File: config.mk
export PLATFORM = sky130hd
export DESIGN_NAME = isa_io_trap_flat
export DESIGN_NICKNAME = d
export VERILOG_FILES = /design/src/rtl/isa_io_trap_if.sv /design/src/rtl/isa_io_trap.sv /design/src/flat_wrapper.sv
export SDC_FILE = /design/constraint.sdc
export NUM_CORES = 1
export LEC_CHECK = 0
export ABC_AREA = 1
export CORE_AREA = 3 3 223 225
export CTS_CLUSTER_DIAMETER = 60
export DETAILED_ROUTE_END_ITERATION = 10
export DIE_AREA = 0 0 226 228
export GPL_TIMING_DRIVEN = 0
export PLACE_DENSITY = 0.48
export SLEW_MARGIN = 0
export SYNTH_ARGS = -nofsm -noshare
export SYNTH_HDL_FRONTEND = slang
export SYNTH_SLANG_ARGS = --single-unit
File: constraint.sdc
create_clock -name clk -period 6.5 [get_ports clk]
set_input_delay 1.95 -clock clk [delete_from_list [all_inputs] [get_ports clk]]
set_output_delay 1.95 -clock clk [all_outputs]
set_load 0.005 [all_outputs]
File: src/rtl/isa_io_trap_if.sv
`default_nettype none
// ============================================================
// Interface : isa_io_trap_if
// Purpose   : Pi-side valid/ready stream of {addr[9:0], data[7:0]} entries
// Revision  : 1.0 - initial release
// ============================================================
interface isa_io_trap_if;
   logic [17:0] m_data;
   logic        m_valid;
   logic        m_ready;

   modport master (output m_data, output m_valid, input m_ready);
   modport slave  (input m_data, input m_valid, output m_ready);
endinterface
`default_nettype wire

File: src/rtl/isa_io_trap.sv
`default_nettype none
// ============================================================
// Module   : isa_io_trap
// Purpose  : traps ISA I/O writes hitting NUM_WIN windows into a FWFT FIFO,
//            stretches cycles with CHRDY when full, counts drops.
//            Define ISA_IO_TRAP_SHADOW_EN to answer reads from a shadow RAM.
// Revision : 1.0 - initial release
// ============================================================
module isa_io_trap #(
   parameter int                    NUM_WIN         = 2,
   parameter logic [NUM_WIN*10-1:0] WIN_BASE        = {10'h388, 10'h340},
   parameter logic [NUM_WIN*4-1:0]  WIN_SPAN_LOG2   = {4'd1, 4'd3},
   parameter int                    FIFO_DEPTH_LOG2 = 4,
   parameter int                    WAIT_MAX        = 511
) (
   input  wire                        clk,
   input  wire                        rst,
   input  wire  [9:0]                 isa_addr,
   input  wire                        isa_aen,
   input  wire                        isa_iow_n,
   input  wire                        isa_ior_n,
   input  wire  [7:0]                 isa_d_in,
   output logic [7:0]                 isa_d_out,
   output logic                       isa_d_oe,
   output logic                       isa_chrdy_low,
   isa_io_trap_if.master              m,
   output logic [FIFO_DEPTH_LOG2:0]   fifo_level,
   output logic [15:0]                overflow_cnt
);

   localparam int DEPTH = 1 << FIFO_DEPTH_LOG2;
   localparam int CW    = (WAIT_MAX > 0) ? $clog2(WAIT_MAX + 1) : 1;
   localparam logic [FIFO_DEPTH_LOG2:0]   FULL_LEVEL = (FIFO_DEPTH_LOG2 + 1)'(DEPTH);
   localparam logic [FIFO_DEPTH_LOG2:0]   LVL_ONE    = (FIFO_DEPTH_LOG2 + 1)'(1);
   localparam logic [FIFO_DEPTH_LOG2-1:0] PTR_ONE    = FIFO_DEPTH_LOG2'(1);
   localparam logic [CW-1:0]              CNT_ONE    = CW'(1);

   function automatic logic win_hit(input logic [9:0] a, input int i);
      logic [3:0] s;
      s = WIN_SPAN_LOG2[4*i +: 4];
      return (a >> s) == (WIN_BASE[10*i +: 10] >> s);
   endfunction

   // [0],[1] synchroniser flops, [2] edge register
   logic [2:0] iow_sync, ior_sync;
   logic       iow_fall, iow_rise, ior_fall, ior_rise;

   always_ff @(posedge clk or posedge rst) begin
      if (rst) begin
         iow_sync <= 3'b111;
         ior_sync <= 3'b111;
      end else begin
         iow_sync <= {iow_sync[1:0], isa_iow_n};
         ior_sync <= {ior_sync[1:0], isa_ior_n};
      end
   end

   assign iow_fall = iow_sync[2] & ~iow_sync[1];
   assign iow_rise = ~iow_sync[2] & iow_sync[1];
   assign ior_fall = ior_sync[2] & ~ior_sync[1];
   assign ior_rise = ~ior_sync[2] & ior_sync[1];

   logic hit, qual;
   always_comb begin
      hit = 1'b0;
      for (int i = 0; i < NUM_WIN; i++)
         if (win_hit(isa_addr, i)) hit = 1'b1;
   end
   assign qual = hit & ~isa_aen;

   typedef enum logic [1:0] {
      IDLE   = 2'd0,
      WR_ACT = 2'd1,
      RD_ACT = 2'd2
   } state_t;

   state_t          state;
   logic [CW-1:0]   wait_cnt;
   logic [9:0]      lat_addr;
   logic            valid_r, full, pop, push, drop, accept;
   logic            enter_wr, enter_rd, wr_done, rd_done;

   assign full     = (fifo_level == FULL_LEVEL);
   assign pop      = valid_r & m.m_ready;
   // write wins when both strobes fall in the same clk
   assign enter_wr = (state == IDLE) && iow_fall && qual;
   assign enter_rd = (state == IDLE) && ior_fall && !iow_fall && qual;
   assign wr_done  = (state == WR_ACT) && iow_rise;
   assign rd_done  = (state == RD_ACT) && ior_rise;
   assign accept   = !full || pop;
   assign push     = wr_done && accept;
   assign drop     = wr_done && !accept;

   always_ff @(posedge clk or posedge rst) begin
      if (rst) begin
         state         <= IDLE;
         isa_chrdy_low <= 1'b0;
         wait_cnt      <= '0;
         lat_addr      <= '0;
      end else begin
         case (state)
            IDLE: begin
               if (enter_wr) begin
                  state         <= WR_ACT;
                  lat_addr      <= isa_addr;
                  isa_chrdy_low <= full && (WAIT_MAX > 0);
                  wait_cnt      <= CW'(WAIT_MAX);
               end else if (enter_rd) begin
                  state    <= RD_ACT;
                  lat_addr <= isa_addr;
               end
            end
            WR_ACT: begin
               if (wr_done) begin
                  state         <= IDLE;
                  isa_chrdy_low <= 1'b0;
               end else if (isa_chrdy_low) begin
                  // release on the clk the counter hits 0 so CHRDY is low WAIT_MAX clks
                  wait_cnt <= wait_cnt - CNT_ONE;
                  if (!full || wait_cnt <= CNT_ONE)
                     isa_chrdy_low <= 1'b0;
               end
            end
            RD_ACT: begin
               if (rd_done) state <= IDLE;
            end
            default: state <= IDLE;
         endcase
      end
   end

   logic [17:0]                mem [DEPTH];
   logic [FIFO_DEPTH_LOG2-1:0] wr_ptr, rd_ptr;
   logic [FIFO_DEPTH_LOG2:0]   level_nxt;

   always_comb begin
      level_nxt = fifo_level;
      if (push && !pop)
         level_nxt = fifo_level + LVL_ONE;
      else if (pop && !push)
         level_nxt = fifo_level - LVL_ONE;
   end

   always_ff @(posedge clk) begin
      if (push) mem[wr_ptr] <= {lat_addr, isa_d_in};
   end

   always_ff @(posedge clk or posedge rst) begin
      if (rst) begin
         wr_ptr       <= '0;
         rd_ptr       <= '0;
         fifo_level   <= '0;
         valid_r      <= 1'b0;
         overflow_cnt <= '0;
      end else begin
         if (push) wr_ptr <= wr_ptr + PTR_ONE;
         if (pop)  rd_ptr <= rd_ptr + PTR_ONE;
         fifo_level <= level_nxt;
         valid_r    <= (level_nxt != '0);
         if (drop && overflow_cnt != 16'hFFFF)
            overflow_cnt <= overflow_cnt + 16'd1;
      end
   end

   assign m.m_valid = valid_r;
   assign m.m_data  = mem[rd_ptr];

`ifdef ISA_IO_TRAP_SHADOW_EN
   function automatic int win_off(input int w);
      int s;
      s = 0;
      for (int i = 0; i < w; i++) s += 1 << WIN_SPAN_LOG2[4*i +: 4];
      return s;
   endfunction

   localparam int SH_SIZE = win_off(NUM_WIN);
   localparam int SW      = (SH_SIZE > 1) ? $clog2(SH_SIZE) : 1;

   logic [7:0]    shadow [SH_SIZE];
   logic [SW-1:0] sh_idx, sh_idx_lat;

   // descending scan so the lowest-index window wins on overlap
   always_comb begin
      sh_idx = '0;
      for (int i = NUM_WIN - 1; i >= 0; i--)
         if (win_hit(isa_addr, i))
            sh_idx = SW'(win_off(i) + int'(isa_addr &
                     ((10'd1 << WIN_SPAN_LOG2[4*i +: 4]) - 10'd1)));
   end

   always_ff @(posedge clk or posedge rst) begin
      if (rst) begin
         for (int i = 0; i < SH_SIZE; i++) shadow[i] <= 8'hFF;
         sh_idx_lat <= '0;
         isa_d_out  <= '0;
         isa_d_oe   <= 1'b0;
      end else begin
         if (enter_wr || enter_rd) sh_idx_lat <= sh_idx;
         if (wr_done) shadow[sh_idx_lat] <= isa_d_in;
         if (enter_rd) begin
            isa_d_out <= shadow[sh_idx];
            isa_d_oe  <= 1'b1;
         end else if (rd_done) begin
            isa_d_oe  <= 1'b0;
         end
      end
   end
`else
   assign isa_d_out = '0;
   assign isa_d_oe  = 1'b0;
`endif

endmodule
`default_nettype wire

File: src/flat_wrapper.sv
// flat-port wrapper written by rule: the top's interface ports become plain ports
module isa_io_trap_flat 
#(
   parameter int                    NUM_WIN         = 2,
   parameter logic [NUM_WIN*10-1:0] WIN_BASE        = {10'h388, 10'h340},
   parameter logic [NUM_WIN*4-1:0]  WIN_SPAN_LOG2   = {4'd1, 4'd3},
   parameter int                    FIFO_DEPTH_LOG2 = 4,
   parameter int                    WAIT_MAX        = 511
)
  (clk, rst, isa_addr, isa_aen, isa_iow_n, isa_ior_n, isa_d_in, isa_d_out, isa_d_oe, isa_chrdy_low, fifo_level, overflow_cnt, m_m_data, m_m_valid, m_m_ready);
  isa_io_trap_if m_i ();
  input  wire clk;
  input  wire rst;
  input  wire  [9:0] isa_addr;
  input  wire isa_aen;
  input  wire isa_iow_n;
  input  wire isa_ior_n;
  input  wire  [7:0] isa_d_in;
  output logic [7:0] isa_d_out;
  output logic isa_d_oe;
  output logic isa_chrdy_low;
  output logic [FIFO_DEPTH_LOG2:0] fifo_level;
  output logic [15:0] overflow_cnt;
  output wire logic [$bits(m_i.m_data)-1:0] m_m_data;
  output wire logic [$bits(m_i.m_valid)-1:0] m_m_valid;
  input wire logic [$bits(m_i.m_ready)-1:0] m_m_ready;
  assign m_m_data = m_i.m_data;
  assign m_m_valid = m_i.m_valid;
  assign m_i.m_ready = m_m_ready;
  isa_io_trap #(.NUM_WIN(NUM_WIN), .WIN_BASE(WIN_BASE), .WIN_SPAN_LOG2(WIN_SPAN_LOG2), .FIFO_DEPTH_LOG2(FIFO_DEPTH_LOG2), .WAIT_MAX(WAIT_MAX)) u_core (.clk(clk), .rst(rst), .isa_addr(isa_addr), .isa_aen(isa_aen), .isa_iow_n(isa_iow_n), .isa_ior_n(isa_ior_n), .isa_d_in(isa_d_in), .isa_d_out(isa_d_out), .isa_d_oe(isa_d_oe), .isa_chrdy_low(isa_chrdy_low), .m(m_i), .fifo_level(fifo_level), .overflow_cnt(overflow_cnt));
endmodule
---- After elaboration in Yosys (flattened, before gate mapping) ----
Memories as Yosys holds them, arrays and structs flattened.
Cells that the tools add are included.
operators by class
  $add $sub $neg .......................... 6
  order comparisons ....................... 1
  eq/ne operators ......................... 12
  multiplexer cells ....................... 22
  bitwise operators ....................... 11
  reductions and logical operators ........ 27
operator list
  kind                                                                              number
  9-bit two-way mux                                                                 3
  10-bit two-way mux                                                                2
  9-bit case mux with 2 select lines                                                1
  16-bit by 1-bit adder with 16-bit output, second input constant                   1
  16-bit != test, second input constant                                             1
  1-bit logical AND                                                                 12
  5-bit two-way mux                                                                 2
  9-bit equality test, second input constant                                        1
  9-bit by 1-bit less-or-equal comparator with 1-bit output, second input constant  1
  9-bit by 1-bit subtractor with 9-bit output, second input constant                1
  4-bit by 1-bit adder with 4-bit output, second input constant                     2
  1-bit two-way mux                                                                 8
  2-bit two-way mux                                                                 4
  2-bit by 1-bit != test with 1-bit output, second input constant                   4
  7-bit equality test, second input constant                                        1
  1-bit AND                                                                         6
  2-bit case mux with 3 select lines                                                1
  5-bit by 1-bit adder with 5-bit output, second input constant                     1
  5-bit equality test, second input constant                                        1
  1-bit logical NOT                                                                 5
  1-bit NOT                                                                         5
  5-bit nonzero test                                                                1
  5-bit by 1-bit subtractor with 5-bit output, second input constant                1
  2-bit AND reduction                                                               2
  10 further kinds                                                                  12
storage, ports and cells
  register bits ........................... 58
  bits in writable memories ............... 288
  bits of input ports ..................... 24
  output and inout port bits .............. 50
  word-level logic and storage cells ...... 91
  memories ................................ 1
memories
  memory      words  width  rd ports  clocked after Yosys merged registers in  wr ports  line                RTL
  u_core.mem  16     18     1         0                                        1         isa_io_trap.sv:132  logic [17:0] mem [DEPTH];

---- Longest topological paths before layout ----
  word-level depth ........................ 9
  gate-level depth with buffers ........... 11
  depth with buffers taken out ............ 11

---- Least setup slack after synthesis ----
Ideal clock, no wire load.
  kind .................................... input to register
  from .................................... input m_m_ready
  to ...................................... memory u_core.mem[11][0], enable pin
  setup time .............................. 416 ps
  arrival ................................. 3572 ps
  required time ........................... 6084 ps
  slack ................................... 2512 ps
  cell stages on the path ................. 4
  buffers on the path ..................... 0
  cells stage by stage .................... nand2_1 > nand2_2 > nand2_1 > nor3_1
on the way
  word-level cells in the longest chain between the ends .. 5
ends and longest elaborated chain
  what                                     line                RTL
  from (decl)                              flat_wrapper.sv:26  input wire logic [$bits(m_i.m_ready)-1:0] m_m_ready;
  1-bit AND                                isa_io_trap.sv:84   assign pop = valid_r & m.m_ready;
  1-bit logical OR                         isa_io_trap.sv:90   assign accept = !full || pop;
  1-bit logical AND                        isa_io_trap.sv:91   assign push = wr_done && accept;
  1-bit two-way mux                        isa_io_trap.sv:145  if (push) mem[wr_ptr] <= {lat_addr, isa_d_in};
  1-bit two-way mux (not written as such)  isa_io_trap.sv:145
  to (decl)                                isa_io_trap.sv:132
Every way passes these cells.

---- Worst setup path after layout ----
  from .................................... register u_core.rd_ptr[1]
  to ...................................... output m_m_data[13]
on the way
  word-level cells in the longest chain between the ends .. 1
ends and longest elaborated chain
  what                     line                RTL
  from (decl)              isa_io_trap.sv:133  logic [FIFO_DEPTH_LOG2-1:0] wr_ptr, rd_ptr;
  from (signal assigned)   isa_io_trap.sv:157  if (pop) rd_ptr <= rd_ptr + PTR_ONE;
  memory read 16 x 18 bit  --
  to (decl)                flat_wrapper.sv:24  output wire logic [$bits(m_i.m_data)-1:0] m_m_data;
Every way passes these cells.

==> metrics.log <==
INFO  metric run_status = finished clean
INFO  metric worst-r2r-setup-slack = 3.51 ns
INFO  metric hpwl = approximately 29000 µm
INFO  metric diodes = 0
INFO  metric gr-usage-met1 = 0.235
INFO  metric filler_cell_count = 4601
INFO  metric p_leak = 6.16 nW
INFO  metric async_flop_share = 0.168
INFO  metric number_of_buffers_inserted_by_hold_repair_at_cts = 0
INFO  metric fmaxAchievable = 195 MHz
INFO  metric power.switching = between 2 and 3 mW
INFO  metric critPathLaunchType = flop
INFO  metric setup_tns = 0 ns
INFO  metric tritoncts = built
INFO  metric worst_pin_slew = ~0.95 ns
INFO  metric placeableCoreArea = 47700 µm²
INFO  metric hp-class = reg2reg
INFO  metric post-route-drc-count = 0
INFO  metric cts.clk_slew.worst_paths = 0.06 ns
INFO  metric floorplan.initialDensity = 0.300
INFO  metric wl_per_cell = 22.0 µm
INFO  metric final_common_cell = edfxtp_1
INFO  metric critical_path_peak_fanout = 10
INFO  metric number_of_antenna_violations_at_the_first_check_in_global_routing = 0
INFO  metric numCtsBuffers = 39
INFO  metric area_delta_synth_final = 22.1%
INFO  metric worst_skew_pair.late_latency = 0.54 ns
INFO  metric gr-usage-met3 = 0.0257
INFO  metric switching_share = 0.357
INFO  metric postSynth.topFlopCell = edfxtp_1
INFO  metric pre_cts_ws = 1.83 ns
INFO  metric grt_first_pass_wirelength = 63700 µm
INFO  metric placementRows = 80
INFO  metric dr_total_vias = 9883
INFO  metric met2_track_usage_gr = 0.265
INFO  metric setup.worst_path.class = reg2out
INFO  metric drv_slew = 0
INFO  metric cts_root_buf = clkbuf_16
INFO  metric part_of_the_power_in_the_clock_network = 0.316
INFO  metric slew_headroom = 0.370
INFO  metric layout_setup_ws = ~1.4 ns
INFO  metric finalCoreUtilization = 0.366
INFO  metric route.antenna.remaining_nets = 0
INFO  metric io_pins = 74
INFO  metric drt-pass1-iter-count = 5
INFO  metric number_of_drc_markers_after_the_initial_detailed_route_iteration = 921
INFO  metric maximum_number_of_pins_on_one_net_before_global_route_repair = 36
INFO  metric first_global_vias = approximately 9600
INFO  metric synthesis.area_per_instance = between 10 and 15 µm²
INFO  metric synth.cell_area = about 14000 µm²
INFO  metric synth_edf_count = between 200 and 300
INFO  metric arrival = ~3.2 ns
INFO  metric post_route_cells_drive_above_1_share = 0.111
INFO  metric cp-end-kind = output pin
INFO  metric finClkSkew = 0.0196 ns
INFO  metric flop_pwr_share = 0.360
INFO  metric mostFrequentLayoutCells = edfxtp_1, nor2_1, o21ai_0, nand2_1, clkdlybuf4s50_1
INFO  metric finalHoldWorstSlack = 0.356 ns
INFO  metric finalWirelength = 43100 µm
INFO  metric place.port_buffers = 64
INFO  metric synthesis.instances = roughly 1200
INFO  metric gr-usage-all-layers = 0.166
INFO  metric max_cap_viol_count = 0
INFO  metric crit_required = 4.55 ns
INFO  metric vdd.ir_drop.worst = 0.221 mV
INFO  metric layout_worst_path_cycle_share = 0.789
INFO  metric post-cts-setup-buffers = 0
INFO  metric fp.dieArea = approximately 52000 µm²
INFO  metric clock_sinks = 346
INFO  metric yosys_register_bits = 346
INFO  metric setup-violations-final = 0
INFO  metric intPower = 4.65 mW
INFO  metric power.density = roughly 410 nW/µm²
INFO  metric gr-total-overflow = 0
INFO  metric globalRoute.busiestLayer = met2
INFO  metric via_per_inst = 5.04
INFO  metric grt_setup_unrepaired = false
INFO  metric yosys.cell_types.count = 33
INFO  metric combPwrFrac = 0.324
INFO  metric yosys_warning_count = 0
INFO  metric die_y = 228 µm
INFO  metric power = 7.24 mW
INFO  metric synth_seq_area_share = 0.706
INFO  metric final_nets = 1350
INFO  metric timing_hold_violations_final = 0
INFO  metric htreeDepth = 2
INFO  metric postCtsResizedCells = 0
INFO  metric die_width = 226 µm
INFO  metric globalplace.congestion = slightly above 0.8
INFO  metric cts.path.max_buffers = 3
INFO  metric period_minus_slack = about 5.1 ns
worst max-delay path: stages (launching register included):
cell and delay, ns:
dfrtp_1 0.41, buf_2 0.29, clkbuf_1 0.63, o21ai_0 0.19, o221ai_1 0.26, nand3_1 0.18
nand2_1 0.17, clkdlybuf4s50_1 0.51
cells by family (layout without fill, tap and decap cells):
| kind of cell | after synthesis | count (layout) | synth area share |
|---|---|---|---|
| flops | 346 | 346 | 0.706 |
| buf+inv | 122 | 271 | 0.0373 |
| compound gates | 252 | 252 | 0.106 |
| other cells | 1 | 9 | 0.000262 |
| fa+ha+maj | 10 | 10 | 0.00874 |
| xor+xnor | 25 | 25 | 0.0153 |
| simple gates | 431 | 431 | 0.127 |
state kept, by name (all words and copies together) (netlist names):
register / count
u_core.wait_cnt: 9
u_core.wr_ptr: 4
u_core.fifo_level: 5
u_core.iow_sync: 3
u_core.mem: 288
u_core.state: 2
u_core.lat_addr: 10
u_core.rd_ptr: 4
u_core.m.m_valid: 1
u_core.ior_sync: 3
u_core.overflow_cnt: 16
u_core.isa_chrdy_low: 1
final timing paths:
path	to	from	cells after the start
min in group asynchronous	u_core.m.m_valid$_DFF_PP0_	rst	2
max in group asynchronous	u_core.lat_addr[9]$_DFFE_PP0P_	rst	3
worst max register to register	u_core.mem[14][13]$_DFFE_PP_	u_core.fifo_level[0]$_DFF_PP0_	10
worst min register to register	u_core.iow_sync[1]$_DFF_PP1_	u_core.iow_sync[0]$_DFF_PP1_	0
worst min-delay path	u_core.iow_sync[1]$_DFF_PP1_	u_core.iow_sync[0]$_DFF_PP1_	0
worst max-delay path	m_m_data[13]	u_core.rd_ptr[1]$_DFFE_PP0P_	7
final cells by class:
cell class              count  area (µm²)  share of cell area
flip-flops and latches    346       10100               0.578
multi-input cells         727        3770               0.216
inverters                  53         204              0.0117
clock buffers              51        1100              0.0631
repair buffers             80         980              0.0560
plain buffers              69         330              0.0189
clock inverters            18         224              0.0128
well taps                 615         769              0.0440
per-stage QoR:
step           instance area (µm²)  std cells
2_1_floorplan                14400       1195
3_3_place_gp                 15800       1874
3_5_place_dp                 16200       1890
4_1_cts                      17500       1959
5_1_grt                      17500       1959
6_report                     17500       1959
synthesized netlist by cell type, types with 5 or more instances:
master	number	area, µm²
dfstp_2	6	158
o21ai_0	164	821
ha_1	10	125
xor2_1	21	184
nand4_1	7	43.8
o22ai_1	11	68.8
inv_1	46	173
edfxtp_1	288	8650
o221ai_1	50	438
clkbuf_1	42	158
o211ai_1	23	173
nor2_2	5	31.3
nor2_4	5	56.3
nor2_1	206	773
nand2_1	135	507
inv_2	6	22.5
buf_2	15	75.1
dfrtp_1	52	1300
buf_4	10	75.1
nand3_1	59	295
power groups by stage:
| stage | clock [mW] | sequential (mW) | combinational (mW) |
|---|---|---|---|
| 2_1_floorplan | 0 | 2.61 | 1.21 |
| 3_3_place_gp | 0 | 2.65 | 2.34 |
| 3_5_place_dp | 0 | 2.65 | 2.36 |
| 4_1_cts | 2.32 | 2.60 | 2.37 |
| 5_1_grt | 2.42 | 2.62 | 2.55 |
| 6_report | 2.29 | 2.60 | 2.34 |
metal layers:
layer	vias up	wire length (µm)
met5	-	0
met4	0	1130
met3	69	2570
met2	346	20100
met1	4952	19300
li1	4516	-
Note: power is estimated with default switching activity, not from simulation.
